[src/rtl/demux_pkg.sv]
// Shared widths and types for the 1-to-8 word demultiplexer.
package demux_pkg;

  localparam int DATA_W = 11;
  localparam int NUM_CH = 8;
  localparam int SEL_W  = 3;
  localparam int CNT_W  = 16;

  typedef logic [DATA_W-1:0] word_t;
  typedef logic [SEL_W-1:0]  sel_t;

endpackage

[src/rtl/chan_fifo2.sv]
// Two-entry output channel FIFO. The head is always mem[rd_ptr]; a push into
// an empty FIFO only becomes visible after the clock edge (no bypass).
module chan_fifo2
  import demux_pkg::*;
(
  input  logic              clk,
  input  logic              reset,
  input  logic              push,
  input  logic [DATA_W-1:0] push_data,
  input  logic              pop,
  output logic              full,
  output logic              valid,
  output logic [DATA_W-1:0] head
);

  word_t      mem [2];
  logic       wr_ptr;
  logic       rd_ptr;
  logic [1:0] count;
  logic       push_ok;
  logic       pop_ok;

  assign full    = (count == 2'd2);
  assign valid   = (count != 2'd0);
  assign head    = mem[rd_ptr];
  assign push_ok = push && !full;
  assign pop_ok  = pop && valid;

  // Storage write, pointer advance and occupancy tracking.
  always_ff @(posedge clk) begin
    if (reset) begin
      mem[0] <= '0;
      mem[1] <= '0;
      wr_ptr <= 1'b0;
      rd_ptr <= 1'b0;
      count  <= 2'd0;
    end else begin
      if (push_ok) begin
        mem[wr_ptr] <= push_data;
        wr_ptr      <= ~wr_ptr;
      end
      if (pop_ok) begin
        rd_ptr <= ~rd_ptr;
      end
      case ({push_ok, pop_ok})
        2'b10:   count <= count + 2'd1;
        2'b01:   count <= count - 2'd1;
        default: count <= count;
      endcase
    end
  end

endmodule

[src/rtl/demux_11bit.sv]
// Registered 1-to-8 demultiplexer: routes each accepted word into the
// 2-entry FIFO of the channel named by select and counts accepted words.
module demux_11bit
  import demux_pkg::*;
(
  input  logic              clk,
  input  logic              reset,
  input  logic              in_valid,
  output logic              in_ready,
  input  logic [DATA_W-1:0] in_data,
  input  logic [SEL_W-1:0]  select,
  output logic [DATA_W-1:0] out0,
  output logic [DATA_W-1:0] out1,
  output logic [DATA_W-1:0] out2,
  output logic [DATA_W-1:0] out3,
  output logic [DATA_W-1:0] out4,
  output logic [DATA_W-1:0] out5,
  output logic [DATA_W-1:0] out6,
  output logic [DATA_W-1:0] out7,
  output logic [NUM_CH-1:0] out_valid,
  input  logic [NUM_CH-1:0] out_ready,
  output logic [CNT_W-1:0]  xfer_count
);

  logic [NUM_CH-1:0] full;
  logic [NUM_CH-1:0] push_en;
  word_t             head [NUM_CH];
  logic              accept;

  // Readiness depends only on registered occupancy of the addressed channel.
  assign in_ready = !full[select] && !reset;
  assign accept   = in_valid && in_ready;

  // One-hot push enable decoded from select.
  always_comb begin
    push_en = '0;
    for (int k = 0; k < NUM_CH; k++) begin
      push_en[k] = accept && (select == sel_t'(k));
    end
  end

  for (genvar k = 0; k < NUM_CH; k++) begin : g_ch
    chan_fifo2 u_fifo (
      .clk       (clk),
      .reset     (reset),
      .push      (push_en[k]),
      .push_data (in_data),
      .pop       (out_ready[k]),
      .full      (full[k]),
      .valid     (out_valid[k]),
      .head      (head[k])
    );
  end

  assign out0 = head[0];
  assign out1 = head[1];
  assign out2 = head[2];
  assign out3 = head[3];
  assign out4 = head[4];
  assign out5 = head[5];
  assign out6 = head[6];
  assign out7 = head[7];

  // Accepted-word counter, wraps naturally at 16 bits.
  always_ff @(posedge clk) begin
    if (reset) begin
      xfer_count <= '0;
    end else if (accept) begin
      xfer_count <= xfer_count + 1'b1;
    end
  end

endmodule

[config.mk]
export PLATFORM = sky130hd
export DESIGN_NAME = demux_11bit
export DESIGN_NICKNAME = d
export VERILOG_FILES = /design/src/rtl/demux_pkg.sv /design/src/rtl/chan_fifo2.sv /design/src/rtl/demux_11bit.sv
export SDC_FILE = /design/constraint.sdc
export NUM_CORES = 1
export LEC_CHECK = 0
export CAP_MARGIN = 30
export CORE_ASPECT_RATIO = 0.5
export CORE_MARGIN = 3
export CORE_UTILIZATION = 57
export CTS_BUF_LIST = sky130_fd_sc_hd__clkbuf_8
export DETAILED_ROUTE_END_ITERATION = 12
export PLACE_DENSITY_LB_ADDON = 0.05
export SKIP_LAST_GASP = 1
export SYNTH_ARGS = -nofsm -noshare
export SYNTH_HDL_FRONTEND = slang
export SYNTH_SLANG_ARGS = --single-unit
[constraint.sdc]
create_clock -name clk -period 3.8 [get_ports clk]
set_input_delay 0.57 -clock clk [delete_from_list [all_inputs] [get_ports clk]]
set_output_delay 0.57 -clock clk [all_outputs]
set_load 0.05 [all_outputs]
==> results of run 1 <==
-- cell families (layout without fill, tap and decap cells) --
family	Yosys count	count (layout)	synth area share
AO/OA/AOI/OAI	75	75	0.0400
XOR/XNOR	24	24	0.0203
adder cells (fa/ha/maj)	9	9	0.0109
buffers and inverters	77	235	0.0326
flip-flops	232	232	0.619
multiplexers	89	89	0.0968
AND/OR/NAND/NOR	315	315	0.181
-- final cells by class --
type / instances / area, um2
well taps: 234 / 293
fillers: 1238 / 5060
clock buffers: 38 / 523
flip-flops and latches: 232 / 6410
multi-input cells: 512 / 3610
inverters: 19 / 71.3
repair buffers: 154 / 1490
clock inverters: 24 / 120
-- state kept, by name, indices dropped and copies added, names as in the netlist, named ones only --
signal,flops
g_ch.u_fifo.rd_ptr,8
g_ch.u_fifo.count,16
g_ch.u_fifo.wr_ptr,8
g_ch.u_fifo.mem,176
xfer_count,16
-- cells in the mapped netlist, types with 2 or more instances --
cell      instances  area share
nor2b_1           2      0.0012
nand2b_1          4      0.0024
and2_1          162       0.098
inv_1            19      0.0069
a21oi_1          27       0.013
and4_1            3      0.0025
o21ai_0          34       0.016
nand4_1           5      0.0030
nor4bb_1          2      0.0019
or3_1            13      0.0079
buf_6             2      0.0022
ha_1              9       0.011
buf_2             3      0.0014
xnor2_1          16       0.014
clkbuf_1         44       0.016
nand3_1          16      0.0077
or2_2             9      0.0054
a21o_1            2      0.0014
xor2_1            8      0.0068
o31ai_1           8      0.0058
nor2_1           45       0.016
or4_1             8      0.0058
nand2_1          11      0.0040
dfxtp_1          56        0.11
edfxtp_1        176        0.51
buf_4             8      0.0058
and3_1           24       0.015
nor4b_1           3      0.0025
mux2_2           88       0.096
-- worst reg2reg max path, cell delays in order (launching register included) --
cell and delay (ns):
dfxtp_1 0.43, nor4b_1 0.11, or4_4 0.57, nor4_2 0.36, buf_4 0.24, nand2_1 0.07, nand2_1 0.38
-- path summary, 6_finish.rpt --
path                           startpoint                        to  slack [ns]  depth (start not counted)
setup / recovery                select[1]                  in_ready        0.53                          6
setup reg to reg  g_ch[4].u_fifo.count[0]  g_ch[6].u_fifo.mem[1][8]        1.28                          6
hold / removal             xfer_count[12]            xfer_count[12]        0.51                          2
hold reg to reg            xfer_count[12]            xfer_count[12]        0.51                          2
-- stage by stage --
step                      setup WS, ns  power (W)  cell area [um2]
after floorplan                  0.734    0.00319            10400
after global placement           0.543    0.00337            11900
after CTS                        0.557    0.00525            12500
after global routing             0.385    0.00538            12500
final                            0.533    0.00521            12500
after detailed placement         0.438    0.00337            11900
-- routing by layer --
metal,up-vias,GRT usage,part of all wire
met4,0,0.0646,0.020
met1,3202,0.315,0.46
met2,210,0.366,0.46
met3,44,0.0482,0.064
met5,-,0,0
li1,3169,-,-
-- power groups by stage --
stage               combinational (W)  sequential, W  clock (W)
floorplan                    0.000325        0.00287          0
global placement             0.000489        0.00288          0
detailed placement           0.000494        0.00288          0
CTS                          0.000496        0.00283    0.00193
global route                 0.000518        0.00283    0.00203
finish                       0.000492        0.00283    0.00189
-- cells in the final DEF (no fill, tap or decap), types with 9 or more instances in the layout --
| master | instances |
|---|---|
| a21oi_1 | 27 |
| clkdlybuf4s50_1 | 135 |
| dfxtp_1 | 56 |
| ha_1 | 9 |
| xnor2_1 | 16 |
| clkbuf_8 | 38 |
| inv_1 | 36 |
| nand3_1 | 16 |
| and2_1 | 162 |
| nand2_1 | 11 |
| buf_4 | 18 |
| and3_1 | 24 |
| mux2_2 | 88 |
| or3_1 | 13 |
| edfxtp_1 | 176 |
| o21ai_0 | 34 |
| nor2_1 | 45 |
| or2_2 | 9 |
==> results.toml, run 1 <==
[status]
status = "finished clean"

[logic_synthesis]
synth-edff-count = 176
ys_seq_area_frac = 0.619
ys_ff_latch = 232
netlist_instances = 821
synth.avg_cell_area_um2 = 12.6
synth_warnings = 0
synth_area_um2 = 10400
syn_nets = 855
async_reset_ff_frac = 0
yosysUniqueCellTypes = 43
synth_ff_type = "edfxtp_1"

[finish]
syn2layout_area_growth_pct = 20.9
fin_nets = 987
fin_util = 0.712
diodes = 0
drive_gt1_frac = 0.163
fin_cells = 1213

[min_path]
min_path_type = "flop to flop"

[sta]
finalCritPeriodShare = 0.860
tightest_slew_ns = 0.771
hold_viol = 0
relSlewSlack = 0.485
min_period_ns = 3.27
tns_ns = 0
fmax_mhz = 306
hold_slack_ns = 0.510
setup_violations = 0
clock_skew_ns = 0.0137
slew_violations = 0
rsz0062_at_grt = "no"

[floorplan]
dieWidth_um = 197
boundaryPins = 138
row_count = 34
start_util = 0.589
die-area_um2 = 19900
coreArea_um2 = 17600
die_y_um = 101

[global_routing]
grt_pass1_wl_um = 34900
grt_use_total = 0.226
grt_antenna_before_repair = 2
grt_max_degree = 52
first_global_vias = 6466
gr-total-overflow = 0

[drt]
ant_nets = 0
wl_um = 22500
routedWlPerCell_um = 18.6
drc_errors = 0
drtIter0Drc = 303
dr.pass1.iters = 5
num_vias = 6625
via_per_inst = 5.46

[clock_network]
postCtsSetupRepairBufs = 0
clockBufferDepth = 3
cts_made_buffers = 34
hold_buffers = 0
clock_sinks = 232
cts_tree = "done"
path_clk_slew_ns = 0.06
clock_latency_ns = 0.49
cts_root_buf = "clkbuf_8"
htreeDepth = 2
cts_resized = 0

[power]
p_per_area_nw_per_um2 = 416
switching_share = 0.243
p_sw_w = 0.00127
internal_power_w = 0.00395
ir_drop_uv = 220
p_leak_nw = 4.75
pwr-share-seq = 0.542
combPwrFrac = 0.094
clkPwrFrac = 0.363

[job]
cap_viol_max_count = 0

[worst_setup_path]
worstSetupPathType = "primary input to primary output"
cp_cell_sequence = "clkdlybuf4s50_1 -> nor4b_1 -> or4_4 -> o22a_1 -> inv_1 -> buf_4"
slowest_stage = "clkdlybuf4s50_1"
worstSetupStartpointType = "primary input"
cp_max_fo = 15
critPathBufInv = 3
crit_required_ns = 3.23
endpoint_kind = "primary output"
cpLargestDelayFamily = "buffers and inverters"
cp_slowest_stage_delay_ns = 0.70
worstPathArrival_ns = 2.70

[place]
gp_congestion = 0.854
dp_cells = 1151
dp_hpwl_um = 14500
port_buffers = 137
Note: power is estimated with default switching activity, not from simulation.
==> run 2, diff against run 1 <==
--- a/config.mk
+++ b/config.mk
@@ -12,6 +12,7 @@
 export CTS_BUF_LIST = sky130_fd_sc_hd__clkbuf_8
 export DETAILED_ROUTE_END_ITERATION = 12
 export PLACE_DENSITY_LB_ADDON = 0.05
+export REMOVE_ABC_BUFFERS = 1
 export SKIP_LAST_GASP = 1
 export SYNTH_ARGS = -nofsm -noshare
 export SYNTH_HDL_FRONTEND = slang
==> run 2 against run 1 <==
Utilization grew 0.16 points. Register-to-register slack got worse by 0.05 ns. Power increased by 0.47%. Critical path depth is the same. First-iteration DRC count grew 21%. Non-clock buffer count grew 2. Maximum frequency fell by 2.3%. Sequential power is essentially flat. Clock power about the same. Die area did not move. Global-route usage barely moved. Hold slack worse by 0.063 ns. Highest routed layer unchanged.
==> results.toml, run 2 (synthesis gave the netlist of run 1 again) <==
[clock_network]
cts_resized = 0
cts_tree = "done"
htreeDepth = 2
clock_latency_ns = 0.49
postCtsSetupRepairBufs = 0
hold_buffers = 0
cts_root_buf = "clkbuf_8"
cts_made_buffers = 34
clock_sinks = 232
path_clk_slew_ns = 0.07
clockBufferDepth = 3

[finish]
top_regs = "g_ch.u_fifo.mem x176, g_ch.u_fifo.count x16, xfer_count x16"
fin_util = 0.714
n_fill_cell = 1245
largest_reg_flops = 176
most-common-layout-cells = "edfxtp_1 (176), and2_1 (162), clkdlybuf4s50_1 (135)"
layout_commonest_cell = "edfxtp_1"
drive_gt1_frac = 0.167
diodes = 0
stdcell_area_um2 = 12500
fin_nets = 989
syn2layout_area_growth_pct = 21.1
top_register = "g_ch.u_fifo.mem"

[worst_setup_path]
r2r-start = "g_ch[7].u_fifo.count[0]"
worstSetupStartpointType = "primary input"
cp_cell_sequence = "clkdlybuf4s50_1 -> or4bb_1 -> nand4_1 -> o22a_1 -> inv_1 -> buf_4"
worstSetupPathType = "primary input to primary output"
crit_start = "select[0]"
cp_slowest_stage_delay_ns = 0.69
rr_endpoint = "g_ch[4].u_fifo.count[1]"
worstPathArrival_ns = 2.77
cp_max_fo = 21
worstSetupEndpoint = "in_ready"
endpoint_kind = "primary output"
crit_required_ns = 3.23
slowest_stage = "clkdlybuf4s50_1"
r2r_cells = 6
r2r_setup_slack_ns = 1.23

[place]
dp_hpwl_um = 14600
gp_congestion = 0.872
post-place-ws_ns = 0.440
place_area_um2 = 11900
port_buffers = 137

[drt]
num_vias = 6643
drc_errors = 0
drtIter0Drc = 367
wl_um = 22500
ant_nets = 0
via_per_inst = 5.47
routedWlPerCell_um = 18.5
dr.pass1.iters = 5

[floorplan]
start_util = 0.589
die-area_um2 = 19900
boundaryPins = 138
die_y_um = 101
coreArea_um2 = 17600
row_count = 34
dieWidth_um = 197

[job]
cap_viol_max_count = 0

[sta]
rsz0062_at_grt = "no"
hold_viol = 0
slew_violations = 0
fmax_mhz = 299
tightest_slew_ns = 0.868
min_period_ns = 3.34
setup_violations = 0
relSlewSlack = 0.420
clock_skew_ns = 0.0113
hold_slack_ns = 0.447
tns_ns = 0
fin_ws_ns = 0.458
finalCritPeriodShare = 0.880

[global_routing]
grt_use_total = 0.226
grt_pass1_wl_um = 34800
grt_antenna_before_repair = 0
gr-total-overflow = 0
grt_max_degree = 24
first_global_vias = 6575

[power]
p_leak_nw = 4.75
ir_drop_uv = 235
p_per_area_nw_per_um2 = 418

[status]
status = "finished clean"

[min_path]
min_path_type = "primary input to flop"
[run 2: critical path: cells and delay by family]
| kind | cells | cell delay [ns] |
|---|---|---|
| compound gates | 1 | 0.52 |
| simple gates | 2 | 0.66 |
| buf+inv | 3 | 1.03 |
[run 2: report_power, final]
part | switching (W) | internal, W | total, W
clock | 0.000920 | 0.000998 | 0.00192
combinational | 0.000324 | 0.000168 | 0.000493
sequential | 0.0000338 | 0.00279 | 0.00282
[run 2: per-stage QoR]
stage | instances | power [W]
floorplan | 763 | 0.00316
global placement | 1153 | 0.00337
detailed placement | 1153 | 0.00337
CTS | 1215 | 0.00527
global route | 1215 | 0.00543
finish | 1215 | 0.00524
[run 2: cell type report]
class | count | area (um2) | area share
flip-flops and latches | 232 | 6410 | 0.511
inverters | 19 | 71.3 | 0.00569
multi-input cells | 512 | 3610 | 0.288
repair buffers | 156 | 1510 | 0.120
well taps | 234 | 293 | 0.0233
clock inverters | 20 | 77.6 | 0.00619
clock buffers | 42 | 578 | 0.0461
[run 2: routing by layer]
metal / wire length, um / track usage
met5: 0 / 0
met4: 269 / 0.0487
met3: 1170 / 0.0462
met2: 10400 / 0.369
met1: 10600 / 0.321
[run 2: how the worst min path moves through the flow]
| stage | depth (start not counted) | startpoint | slack (ns) | end |
|---|---|---|---|---|
| 2_1_floorplan | 2 | g_ch[6].u_fifo.count[1] | 0.46 | g_ch[6].u_fifo.count[1] |
| 3_3_place_gp | 1 | g_ch[2].u_fifo.wr_ptr | 0.49 | g_ch[2].u_fifo.wr_ptr |
| 3_5_place_dp | 2 | xfer_count[13] | 0.50 | xfer_count[13] |
| 4_1_cts | 2 | reset | 0.43 | flop |
| 5_1_grt | 2 | reset | 0.45 | flop |
| 6_report | 2 | reset | 0.45 | g_ch[7].u_fifo.rd_ptr |
